==> src/rtl/div_tick_ctrl.sv <==
// Single-clock tick scheduler: emits tick clock-enables every N cycles for a programmed burst.
// Define DIV_TICK_CTRL_SQUARE_EN to build the div_out square-wave flop (otherwise div_out is 0).
module div_tick_ctrl #(
  parameter int unsigned DIV_W = 8,
  parameter int unsigned CNT_W = 4
) (
  input  logic             clk,
  input  logic             rst,
  input  logic             cfg_valid,
  output logic             cfg_ready,
  input  logic [DIV_W-1:0] cfg_div,
  input  logic [CNT_W-1:0] cfg_count,
  input  logic             start,
  input  logic             stop,
  output logic             busy,
  output logic             tick,
  output logic [CNT_W-1:0] tick_cnt,
  output logic             done,
  output logic             div_out
);

  typedef enum logic {IDLE, RUN} state_t;

  state_t           state, state_nxt;
  logic [DIV_W-1:0] div_reg, div_nxt;
  logic [DIV_W-1:0] presc, presc_nxt;
  logic [CNT_W-1:0] cnt_reg, cnt_nxt;
  logic [CNT_W-1:0] tcnt_nxt;
  logic             last_tick;

  always_comb begin
    state_nxt = state;
    div_nxt   = div_reg;
    cnt_nxt   = cnt_reg;
    presc_nxt = presc;
    tcnt_nxt  = tick_cnt;
    cfg_ready = 1'b0;
    busy      = 1'b0;
    tick      = 1'b0;
    last_tick = 1'b0;
    done      = 1'b0;
    case (state)
      IDLE: begin
        cfg_ready = 1'b1;
        if (cfg_valid) begin
          div_nxt = (cfg_div == '0) ? DIV_W'(1) : cfg_div;
          cnt_nxt = cfg_count;
        end
        if (start) begin
          state_nxt = RUN;
          presc_nxt = '0;
          tcnt_nxt  = '0;
        end
      end
      RUN: begin
        busy      = 1'b1;
        tick      = (presc == div_reg - DIV_W'(1));
        last_tick = tick && (cnt_reg != '0) && (tick_cnt == cnt_reg - CNT_W'(1));
        // stop wins over completion: the tick still counts but done is withheld
        done      = last_tick && !stop;
        presc_nxt = tick ? '0 : presc + DIV_W'(1);
        if (tick) tcnt_nxt = tick_cnt + CNT_W'(1);
        if (stop || last_tick) state_nxt = IDLE;
      end
      default: state_nxt = IDLE;
    endcase
  end

  always_ff @(posedge clk or posedge rst) begin
    if (rst) begin
      state    <= IDLE;
      div_reg  <= DIV_W'(1);
      cnt_reg  <= '0;
      presc    <= '0;
      tick_cnt <= '0;
    end else begin
      state    <= state_nxt;
      div_reg  <= div_nxt;
      cnt_reg  <= cnt_nxt;
      presc    <= presc_nxt;
      tick_cnt <= tcnt_nxt;
    end
  end

`ifdef DIV_TICK_CTRL_SQUARE_EN
  logic sq;

  always_ff @(posedge clk or posedge rst) begin
    if (rst)                        sq <= 1'b0;
    else if (state == IDLE && start) sq <= 1'b0;
    else if (tick)                  sq <= ~sq;
  end

  assign div_out = sq;
`else
  assign div_out = 1'b0;
`endif

endmodule

==> config.mk <==
export PLATFORM = sky130hd
export DESIGN_NAME = div_tick_ctrl
export DESIGN_NICKNAME = d
export VERILOG_FILES = /design/src/rtl/div_tick_ctrl.sv
export SDC_FILE = /design/constraint.sdc
export NUM_CORES = 1
export LEC_CHECK = 0
export BUFFER_PORTS_ARGS = -buffer_cell sky130_fd_sc_hd__buf_4
export CORE_MARGIN = 3
export CORE_UTILIZATION = 45
export CTS_CLUSTER_SIZE = 16
export DETAILED_ROUTE_END_ITERATION = 10
export MAX_ROUTING_LAYER = met4
export PLACE_DENSITY = 0.66
export SLEW_MARGIN = 20
export SYNTH_ARGS = -nofsm -noshare
export SYNTH_HDL_FRONTEND = slang
export SYNTH_SLANG_ARGS = --single-unit
==> constraint.sdc <==
create_clock -name clk -period 2.7 [get_ports clk]
set_input_delay 0.27 -clock clk [delete_from_list [all_inputs] [get_ports clk]]
set_output_delay 0.27 -clock clk [all_outputs]
set_load 0.02 [all_outputs]
==> run_results.csv <==
group,metric,value,unit
global_route,grt_pass1_wl,5490,um
floorplanning,core,3150,um^2
yosys,yosys_warnings,0,
timing,fin_skew,0.00770,ns
cells_and_area,syn2layout_area_growth,18.9,%
setup_path,cpLargestDelayFamily,"simple AND/OR/NAND/NOR gates",
clocking,cts_sinks,25,
yosys,avgSynthCellArea,9.73,um^2
clocking,root_buffer,"clkbuf_4",
timing,setup_ws,0.0247,ns
drt,dr.pass1.iters,4,
timing,maxSlewViolCount,0,
placement,dp_cells,220,
yosys,synth_area_leaders,"dfrtp_1 (39%), mux2_2 (5.9%), o21ai_0 (5.6%), xnor2_1 (4.6%), ha_1 (4.1%)",
run_status,status,"finished, final reports clean",
setup_path,crit_required,2.43,ns
clocking,clock_path_buffers,2,
drt,drtIter0Drc,99,
yosys,synth_top_cell_area_share,0.393,
clocking,insertion_delay,0.32,ns
placement,dp_worst_setup_slack,0.267,ns
cells_and_area,drive_gt1_frac,0.272,
drt,ant_nets,0,
floorplanning,io_pins,26,
drt,drc,0,
timing,hold_viol,0,
timing,rsz0062_at_grt,"true",
floorplanning,rows,20,
yosys,synth-seq-cells,25,
setup_path,start_kind,"register",
timing,worst_slew_pin_slew,0.922,ns
clocking,cts_tree,"yes",
setup_path,cp-end-kind,"output port",
timing,whs,0.0193,ns
timing,setup_violations,0,
drt,vias,1258,
setup_path,path_class,"register to output port",
setup_path,crit_start,"div_reg[0]$_DFFE_PP1P_",
cells_and_area,fin_area,1820,um^2
setup_path,rrSetupSlack,0.32,ns
yosys,synth-edff-count,0,
setup_path,path_cells,"buf_4, or4_4, o2111a_1, a211o_2, nand3_4, buf_4, nor2_1, buf_4",
timing,max_freq,374,MHz
drt,drt-wirelength-per-cell,13.9,um
global_route,grt_max_degree,26,
setup_path,critPathCapture,"tick",
cells_and_area,layout_commonest_cell,"buf_4",
setup_path,path_depth,8,
global_route,antenna_found_initial,0,
job,maxCapViolCount,0,
yosys,synth_ff_type,"dfrtp_1",
placement,finalWeightedCongestion,0.778,
yosys,netlist_area,1530,um^2
global_route,grt-ovfl-total,0,
setup_path,critPathArrivalTime,2.41,ns
drt,via_per_inst,5.52,
clocking,hold_buffers,0,
floorplanning,die_area,4130,um^2
yosys,ys_seq_area_frac,0.410,
setup_path,r2r-start,"div_reg[0]$_DFFE_PP1P_",
setup_path,max_stage_delay,0.53,ns
setup_path,critPathBufInv,3,
timing,relSlewSlack,0.382,
setup_path,crit_path_top_delay_cell,"or4_4",
timing,fin_crit,2.68,ns
placement,port_buffers,24,
hold_path,hold_class,"input port to asynchronous set/reset pin",
setup_path,r2r-end,"tick_cnt[3]$_DFFE_PP0P_",
yosys,synthDistinctLibCells,44,
clocking,htree_levels,1,
floorplanning,die_h,64.3,um
clocking,cts.clk_slew.worst_paths,0.15,ns
setup_path,critPathMaxFanout,7,
placement,placed_cell_area,1740,um^2
global_route,grtUsageTotal,0.171,
clocking,cts_made_buffers,3,
cells_and_area,antenna_cells,0,
global_route,grt_pass1_vias,1234,
power_and_ir_drop,total_power,1.11,mW
cells_and_area,post-route-util,0.576,
drt,wirelength,3160,um
cells_and_area,finalNetCount,207,
setup_path,cpMostUsedCell,"buf_4",
cells_and_area,num-fill-cells,297,
placement,place_hpwl,2360,um
timing,tns,0,ns
yosys,syn_inst,157,
yosys,yosys.area.top_type,"dfrtp_1",
cells_and_area,stdcell_count,228,
cells_and_area,layout_common_cells,"buf_4 (29), dfrtp_1 (24), o21ai_0 (17)",
setup_path,rr_worst_depth,9,
floorplanning,start_util,0.485,
power_and_ir_drop,p_per_area,610,nW/um^2
power_and_ir_drop,vdd_drop_max,0.279,mV
power_and_ir_drop,p_leak,0.796,nW
floorplanning,die-width,64.3,um
yosys,async_flop_share,1.00,
timing,finalCritPeriodShare,0.991,
yosys,syn_nets,179,
layout make-up:
| class | count | area (um^2) | area share |
|---|---|---|---|
| Multi-Input combinational cell | 118 | 860 | 0.473 |
| Sequential cell | 25 | 627 | 0.345 |
| Timing Repair Buffer | 29 | 218 | 0.120 |
| Tap cell | 44 | 55.1 | 0.0303 |
| Inverter | 8 | 30.0 | 0.0165 |
| Clock buffer | 3 | 22.5 | 0.0124 |
| Clock inverter | 1 | 5.00 | 0.00275 |
worst min path at each step:
stage                 start                 endpoint  depth (start not counted)
2_1_floorplan           rst   cnt_reg[0]$_DFFE_PP0P_                          1
3_3_place_gp   cfg_count[1]   cnt_reg[1]$_DFFE_PP0P_                          3
3_5_place_dp   cfg_count[1]   cnt_reg[1]$_DFFE_PP0P_                          3
4_1_cts        cfg_count[1]   cnt_reg[1]$_DFFE_PP0P_                          3
5_1_grt                 rst   cnt_reg[1]$_DFFE_PP0P_                          2
6_report                rst  tick_cnt[0]$_DFFE_PP0P_                          2
synthesized netlist by cell type (2+ instances only):
| master | count |
|---|---|
| a21oi_1 | 2 |
| and3_1 | 4 |
| clkbuf_1 | 5 |
| dfrtp_1 | 24 |
| ha_1 | 5 |
| inv_1 | 8 |
| mux2_2 | 8 |
| nand2_1 | 12 |
| nand2b_1 | 2 |
| nand3_1 | 8 |
| nand4_1 | 2 |
| nor2_1 | 5 |
| nor2b_1 | 2 |
| nor3_1 | 7 |
| nor4_1 | 2 |
| o211ai_1 | 2 |
| o21ai_0 | 17 |
| o22ai_1 | 2 |
| or4_1 | 2 |
| xnor2_1 | 8 |
| xor2_1 | 7 |
report_power, final:
group          internal, mW  total (mW)  switching [mW]
Clock                0.0555       0.174           0.118
Combinational         0.207       0.398           0.192
Sequential            0.442       0.536          0.0936
Total                 0.705        1.11           0.403
per-layer routing:
metal / wire length [um] / GRT usage
met5: 0 / -
met4: 40 / 0.0528
met3: 132 / 0.0246
met2: 1500 / 0.271
met1: 1490 / 0.227
cells by family after synthesis:
kind of cell	after synthesis	synth area share
AND/OR/NAND/NOR	54	0.205
AO/OA/AOI/OAI	33	0.138
flip-flops	25	0.410
XOR/XNOR	16	0.102
buffers and inverters	14	0.0369
multiplexers	9	0.0655
adder cells (fa/ha/maj)	5	0.0410
other	1	0.00245
timing repair:
action / in CTS / in global routing
resized for setup: 1 / 1
gates cloned: 0 / 0
setup endpoints to repair: 1 / 1
buffers inserted: 1 / 3
pin swaps: 1 / 1
No activity file was read; power rests on OpenSTA's default activity.
